===== src/rtl/shift_add_mult_ctrl.sv =====
// shift_add_mult_ctrl
//   Unsigned NxN multiplier sequencer that time-shares one external 2N-bit
//   combinational adder. It handles one partial product per clock, and the
//   latency is fixed at N RUN cycles plus one DONE cycle.
// Ports
//   clk, rst        clock (rising edge), asynchronous active-high reset
//   start, abort    start is accepted only while ready=1; abort cancels a RUN
//   a, b            multiplicand / multiplier, sampled on the accepting edge
//   add_sum         result from the shared adder (add_a + add_b)
//   add_a, add_b    adder operands: accumulator and gated shifted multiplicand
//   ready           high in IDLE only
//   done            one-cycle pulse when product becomes valid
//   product         registered 2N-bit result, held until the next accepted op
module shift_add_mult_ctrl #(
    parameter int N = 8
) (
    input  logic           clk,
    input  logic           rst,
    input  logic           start,
    input  logic           abort,
    input  logic [N-1:0]   a,
    input  logic [N-1:0]   b,
    input  logic [2*N-1:0] add_sum,
    output logic [2*N-1:0] add_a,
    output logic [2*N-1:0] add_b,
    output logic           ready,
    output logic           done,
    output logic [2*N-1:0] product
);

    localparam int CW = $clog2(N) + 1;

    typedef enum logic [1:0] {IDLE, RUN, DONE} state_t;

    state_t          state_q, state_d;
    logic [2*N-1:0]  acc, mcand;
    logic [N-1:0]    mplier;
    logic [CW-1:0]   cnt;
    logic            last;

    assign last = (cnt == CW'(N - 1));

    always_ff @(posedge clk or posedge rst) begin
        if (rst) state_q <= IDLE;
        else     state_q <= state_d;
    end

    always_comb begin
        state_d = state_q;
        ready   = 1'b0;
        done    = 1'b0;
        add_a   = '0;
        add_b   = '0;
        case (state_q)
            IDLE: begin
                ready = 1'b1;
                // start has priority over abort here: abort is only
                // meaningful once an operation is running.
                if (start) state_d = RUN;
            end
            RUN: begin
                add_a = acc;
                add_b = mplier[0] ? mcand : '0;
                if (abort)     state_d = IDLE;
                else if (last) state_d = DONE;
            end
            DONE: begin
                done    = 1'b1;
                state_d = IDLE;
            end
            default: state_d = IDLE;
        endcase
    end

    always_ff @(posedge clk or posedge rst) begin
        if (rst) begin
            acc     <= '0;
            mcand   <= '0;
            mplier  <= '0;
            cnt     <= '0;
            product <= '0;
        end else begin
            case (state_q)
                IDLE: begin
                    if (start) begin
                        mcand  <= {{N{1'b0}}, a};
                        mplier <= b;
                        acc    <= '0;
                        cnt    <= '0;
                    end
                end
                RUN: begin
                    // On an abort the datapath is frozen and product keeps
                    // its previous value.
                    if (!abort) begin
                        acc    <= add_sum;
                        mcand  <= mcand << 1;
                        mplier <= mplier >> 1;
                        cnt    <= cnt + 1'b1;
                        // add_sum on the last edge is the final accumulator,
                        // so product is valid on entry to DONE.
                        if (last) product <= add_sum;
                    end
                end
                default: ;
            endcase
        end
    end

endmodule

===== config.mk =====
export PLATFORM = sky130hd
export DESIGN_NAME = shift_add_mult_ctrl
export DESIGN_NICKNAME = d
export VERILOG_FILES = /design/src/rtl/shift_add_mult_ctrl.sv
export SDC_FILE = /design/constraint.sdc
export NUM_CORES = 1
export LEC_CHECK = 0
export ABC_AREA = 1
export CORE_MARGIN = 1
export CORE_UTILIZATION = 51
export DETAILED_ROUTE_END_ITERATION = 6
export GPL_TIMING_DRIVEN = 0
export PLACE_DENSITY = 0.86
export SYNTH_ARGS = -nofsm -noshare
export SYNTH_HDL_FRONTEND = slang
export SYNTH_SLANG_ARGS = --single-unit

===== constraint.sdc =====
create_clock -name clk -period 4.65 [get_ports clk]
set_input_delay 1.1625 -clock clk [delete_from_list [all_inputs] [get_ports clk]]
set_output_delay 1.1625 -clock clk [all_outputs]
set_load 0.1 [all_outputs]

==> summary.txt, run 1 <==
Logic synthesis
  – Sequential share of the synthesized area: 0.536
  – Cells after Synth: around 370
  – #FFs+latches synth: 62
  – Synth Area per Inst: 7.91 sq um
  – Top cells by area, synth: dfrtp_1 (54%), nand2_1 (19%), nand3_1 (4.8%), nor2_1 (4.8%), inv_1 (4.4%)
  – Syn nets: 403
  – Top-area cell type share of the netlist area: 0.536
  – Synth area leader: dfrtp_1
  – Count of cell types in the netlist: 22
  – Synth warn: 0
  – Synthesized cell area: ~2900 sq um

Worst setup path
  – Worst path bufs/invs: 3
  – Critical path class: reg -> out
  – Reg2reg end: product[8]
  – Worst Setup Start Kind: register
  – Slowest CP cell: clkdlybuf4s50_1
  – Crit-path max FO: 10
  – R2r worst-path depth: 7
  – Worst reg2reg startpoint: state_q[1]
  – Cell chain of the critical path: inv_1 -> nand2_4 -> clkinv_1 -> nand2_1 -> nor2_1 -> clkdlybuf4s50_1
  – Arrival @ worst endpoint: 2.84 ns
  – Register-to-Register Setup Slack: 3.17 ns
  – Critical path's top delay family: buffers and inverters
  – CP endpoint kind: primary output
  – Critical Path RT: 3.49 ns
  – CP startpoint: state_q[1]
  – Max stage delay on crit path: approximately 1.2 ns

Finish
  – Finished Layout Cells: between 500 and 600
  – Area grow syn2layout: 38.8%
  – Antenna diodes: 0
  – Layout cells sized above 1: 0.0791
  – Fillers: 408
  – Final net count: 500

Timing
  – Period Utilization, post-route: 0.861
  – Worst-Margin Slew: 1.02 ns
  – Fmax: 250 MHz
  – Clock skew: about 0.0037 ns
  – RSZ-0062 raised after global routing: false
  – TNS Setup: 0 ns
  – Slew Viols, Final: 0
  – Final hold vios: 0
  – Min cycle time layout: 4.00 ns
  – # setup viols final: 0
  – Max-slew headroom: 0.320

Pwr
  – Power Dens Cells: 431 nW/um^2
  – Leak: slightly below 0.002 uW
  – VDD IR max: 0.259 mV

Worst hold path
  – Worst Hold Class: reg -> reg
  – Endpoint, Worst Hold: acc[12]
  – Worst Hold Depth: 2
  – HP Start: acc[12]

Clock network
  – CTS Root Cell: clkbuf_8
  – TritonCTS Buffers: 9
  – Post-CTS Resized: 0
  – CTS Sinks: 62
  – CTS Hold Buffers Added: 0
  – Clock Path Buffers: 2
  – Clock Pin Slew Worst Setup and Hold Paths: ~0.060 ns
  – Skew-Pair Late Insertion Delay: 0.33 ns
  – Setup bufs post-CTS: 0
  – TritonCTS clock tree: built
  – H-tree Lvls: 3

Die
  – DIE HEIGHT: just under 80 microns
  – Initial Utilization: 0.529
  – Core area: 5470 sq um
  – Rows: 27
  – Die Footprint: about 6000 sq um
  – Die X: 77.3 microns
  – # IOs: 86

Detailed routing
  – DRT iter0 DRCs: 159
  – Post-DR wirelength/cell: around 13 microns
  – # DRC: 0
  – Via density: 5.03
  – DRT antenna net count: 0
  – WL final: 7.20 mm
  – Via count: 2716
  – DRT Pass-1 Iters: 4

Global routing
  – First-pass GRT wire length: 12.2 mm
  – Antenna violations before repair: 0
  – Met1 Use GR: 0.338
  – Routing usage on met3: 0.0341
  – Met2 usage: 0.443
  – Largest net degree at the start of global routing: 34
  – GRT Total Usage: 0.265
  – Vias in the first global route: 2662
  – Grt ovf: 0
  – Gr busiest metal: met2

Placed design
  – DP HPWL: 5.08 mm
  – IO buf count: 85
  – Dpl cells: 524
  – Placer Congestion: 0.863

Outcome
  – Status: finished, final reports clean

Job
  – Max-cap violations: 0
[stage by stage]
stage | setup WS, ns | utilization | area [sq um] | total power, uW | hold slack (ns)
finish | 0.648 | 0.734 | 4020 | 1730 | 0.483
detailed placement | 1.05 | 0.704 | 3850 | 1340 | 0.464
global route | 0.583 | 0.734 | 4020 | 1820 | 0.495
global placement | 0.932 | 0.701 | 3830 | 1320 | 0.461
floorplan | 1.27 | - | 2890 | 1160 | 0.449
CTS | 0.682 | 0.734 | 4020 | 1730 | 0.481
[registers in the layout, summed over array words and instances (netlist names)]
| name | count |
|---|---|
| product | 16 |
| mcand | 16 |
| mplier | 8 |
| acc | 16 |
| state_q | 2 |
| cnt | 4 |
[worst max-delay path by stage]
stage	end	slack (ns)	cells after the start
after floorplan	add_a[0]	1.27	5
after global placement	product[4]	0.93	2
after detailed placement	add_b[2]	1.05	6
after CTS	add_b[2]	0.68	6
after global routing	add_b[2]	0.58	6
final	add_b[2]	0.65	6
[synth_stat cells (all sizes together)]
cell	n
nand3b	1
ha	1
inv	36
nor2	39
clkbuf	3
dfrtp	62
nand3	28
nor3b	1
clkinv	1
buf	15
o21ai	30
a21oi	1
mux2i	1
nand2	147
[layout make-up]
class | count | area [sq um] | area share
plain buffers | 18 | 129 | 0.0321
well taps | 72 | 90.1 | 0.0224
repair buffers | 86 | 871 | 0.217
clock inverters | 1 | 5.00 | 0.00125
clock buffers | 15 | 156 | 0.0389
inverters | 37 | 144 | 0.0358
multi-input cells | 249 | 1070 | 0.266
flip-flops and latches | 62 | 1550 | 0.386
[worst register-to-register path, delay by kind of cell (launching register included)]
| family | cells | cell delay (ns) |
|---|---|---|
| buf+inv | 2 | 0.38 |
| flops | 1 | 0.42 |
| simple gates | 5 | 0.56 |
[layout by cell type, fill, tap and decap left out]
cell type	instances
mux2i_1	1
clkinv_1	1
inv_6	1
nand3b_2	1
inv_1	33
dfrtp_1	62
nand3_1	28
nand2_1	143
clkbuf_1	8
inv_2	2
nand2_4	2
ha_1	1
buf_4	2
nor2_4	2
a21oi_1	1
clkdlybuf4s50_1	85
buf_6	6
o21ai_1	5
buf_12	1
nor2_1	37
clkbuf_8	10
buf_2	7
nand2_2	2
o21ai_0	25
clkinv_2	1
nor3b_1	1
[per-layer routing]
layer | part of all wire | up-vias
li1 | - | 1316
met1 | 0.43 | 1308
met2 | 0.52 | 77
met3 | 0.037 | 15
met4 | 0.021 | 0
met5 | 0 | -
[where the power goes]
| group | switching, uW | internal, uW | leakage, uW |
|---|---|---|---|
| Clock | 188 | 208 | 0.0000817 |
| Sequential | 46.2 | 630 | 0.000826 |
| Combinational | 477 | 179 | 0.00108 |
| Total | 712 | 1020 | 0.00198 |
[cells by family after synthesis]
family | share of synthesized area
and+or+nand+nor | 0.308
DFF | 0.536
buffers and inverters | 0.0942
AOI/OAI and AO/OA | 0.0536
muxes | 0.00346
adders and majority gates | 0.00432
Note: power is estimated with default switching activity, not from simulation.
==> run 2, diff against run 1 <==
- ABC_AREA: 1 -> default
- CORE_UTILIZATION: 51 -> 52
==> summary.txt, run 2 <==
Timing
  – Period Utilization, post-route: 0.871
  – Slew Viols, Final: 0
  – Min cycle time layout: 4.05 ns
  – # setup viols final: 0
  – Worst-Margin Slew: around 1.0 ns
  – RSZ-0062 raised after global routing: false
  – TNS Setup: 0 ns
  – Fmax: 247 MHz
  – Max-slew headroom: 0.334
  – Clock skew: 0.00839 ns
  – Final worst slack: 0.598 ns
  – Final hold vios: 0

Placed design
  – Dpl ws: 0.972 ns
  – IO buf count: 85
  – Dpl cells: 423
  – DP HPWL: ~4.6 mm
  – Placer Congestion: 0.752

Logic synthesis
  – Top cells by area, synth: dfrtp_1 (50%), mux2_2 (13%), mux2i_1 (8.1%), mux2_4 (4.4%), inv_1 (3.4%)
  – Most common cell in the netlist: dfrtp_1
  – Syn nets: 302
  – Count of cell types in the netlist: 29
  – Asr flop ratio synth: 1.00
  – Number of synthesized flops with an enable pin: 0
  – Top-area cell type share of the netlist area: 0.504
  – Ys flop type: dfrtp_1
  – Synthesized cell area: 3080 sq um
  – #FFs+latches synth: between 60 and 70
  – Cells after Synth: approximately 270
  – Synth warn: 0
  – Synth Area per Inst: 11.6 sq um
  – Top post-synthesis cells by count: dfrtp_1 (62), mux2_2 (36), inv_1 (28), nand2_1 (28), mux2i_1 (25)
  – Synth area leader: dfrtp_1
  – Sequential share of the synthesized area: 0.504

Die
  – Die X: 78.9 microns
  – Die Footprint: slightly above 6000 sq um
  – Initial Utilization: 0.549
  – DIE HEIGHT: 78.9 microns
  – Core area: 5610 sq um
  – # IOs: 86
  – Rows: 27

Worst setup path
  – Reg2reg end: product[10]
  – Slowest CP cell: clkdlybuf4s50_1
  – Worst Setup Start Kind: register
  – Arrival @ worst endpoint: 2.89 ns
  – Critical path's top delay family: buffers and inverters
  – Worst path bufs/invs: 4
  – Crit-path max FO: 10
  – Critical path class: reg -> out
  – CP endpoint kind: primary output
  – Cell chain of the critical path: buf_6 -> nor2b_4 -> buf_4 -> clkbuf_1 -> and3_1 -> clkdlybuf4s50_1
  – Max stage delay on crit path: 1.14 ns
  – Register-to-Register Setup Slack: 2.93 ns
  – R2r worst-path depth: 5
  – Worst reg2reg startpoint: cnt[0]
  – Critical Path RT: 3.49 ns

Global routing
  – Grt ovf: 0
  – Antenna violations before repair: 0
  – First-pass GRT wire length: ~11 mm
  – Largest net degree at the start of global routing: 33
  – Vias in the first global route: 2459
  – GRT Total Usage: 0.237

Finish
  – Antenna diodes: 0
  – Commonest non-fill, non-tap cell in the layout: clkdlybuf4s50_1
  – Most frequent cells in the layout: clkdlybuf4s50_1 (85), dfrtp_1 (62), mux2_2 (36)
  – Layout cells sized above 1: 0.218
  – Area grow syn2layout: 37.7%
  – Final net count: about 400
  – Largest registers: acc: 16 flops, mcand: 16 flops, product: 16 flops
  – Finished Layout Cells: ~440
  – Fin util: 0.756

Clock network
  – TritonCTS clock tree: built
  – H-tree Lvls: 3
  – Clock Pin Slew Worst Setup and Hold Paths: 0.07 ns
  – Post-CTS Resized: 0
  – CTS Root Cell: clkbuf_8
  – TritonCTS Buffers: 9
  – CTS Sinks: 62
  – Skew-Pair Late Insertion Delay: roughly 0.34 ns
  – CTS Hold Buffers Added: 0
  – Clock Path Buffers: 2
  – Setup bufs post-CTS: 0

Detailed routing
  – DRT antenna net count: 0
  – Post-DR wirelength/cell: 15.3 microns
  – Via density: 5.08
  – DRT iter0 DRCs: roughly 120
  – DRT Pass-1 Iters: 4
  – # DRC: 0
  – WL final: roughly 6.7 mm
  – Via count: 2228

Outcome
  – Status: finished, final reports clean

Pwr
  – VDD IR max: ~0.32 mV
  – Power Dens Cells: 496 nW/um^2
  – Leak: 0.00202 uW

Worst hold path
  – Worst Hold Class: reg -> reg
  – HP Start: mplier[1]
  – Endpoint, Worst Hold: mplier[1]
  – Worst Hold Depth: 1

Job
  – Max-cap violations: 0
[run 2: changes by cell type in the layout (fill, tap and decap cells not counted), sizes merged, moves of 16 or more]
cell   before  now
mux2        0   45
nor2       39    3
mux2i       1   25
and2        0   16
nand3      28    3
nand2     147   28
and3        0   16
o21ai      30    2
[run 2: kinds of logic (layout without fill, tap and decap cells)]
family / after synthesis / in the layout / synth area share
adders and majority gates: 1 / 1 / 0.00406
buffers and inverters: 44 / 146 / 0.0703
DFF: 62 / 62 / 0.504
muxes: 70 / 70 / 0.257
AOI/OAI and AO/OA: 11 / 11 / 0.0240
and+or+nand+nor: 77 / 77 / 0.141
[run 2: final cells by class]
class | instances | area (sq um)
sequential | 62 | 1550
fill | 418 | 1370
multi-input combinational | 159 | 1310
timing repair buffer | 86 | 871
clock buffer | 10 | 138
buffer | 16 | 111
inverter | 28 | 105
tap | 72 | 90.1
clock inverter | 6 | 61.3
[run 2: power breakdown]
part | leakage (uW) | switching (uW) | internal [uW]
clock | 0.000102 | 215 | 260
combinational | 0.00110 | 587 | 302
sequential | 0.000812 | 77.3 | 663
total | 0.00202 | 879 | 1220
[run 2: per-layer routing]
layer	vias to the layer above	global-route usage	routed length, microns
met5	-	0	0
met4	0	0.118	142
met3	15	0.0713	363
met2	66	0.391	3210
met1	1078	0.283	2990
li1	1069	-	-
[run 2: worst max path at each step]
stage               slack, ns  depth (start not counted)       start        end
floorplan                1.63                          2  state_q[0]       done
global placement         0.87                          2         rst  mplier[2]
detailed placement       0.97                          6  state_q[1]  add_b[12]
CTS                      0.59                          6  state_q[1]   add_a[3]
global route             0.51                          6  state_q[1]  add_b[12]
finish                   0.60                          6  state_q[1]  add_b[14]
[run 2: stage by stage]
step,instance area (sq um),total power [uW],hold slack [ns]
3_3_place_gp,4020,1620,0.484
4_1_cts,4240,2120,0.510
3_5_place_dp,4040,1640,0.491
6_report,4240,2100,0.504
2_1_floorplan,3080,1420,0.456
5_1_grt,4240,2200,0.530
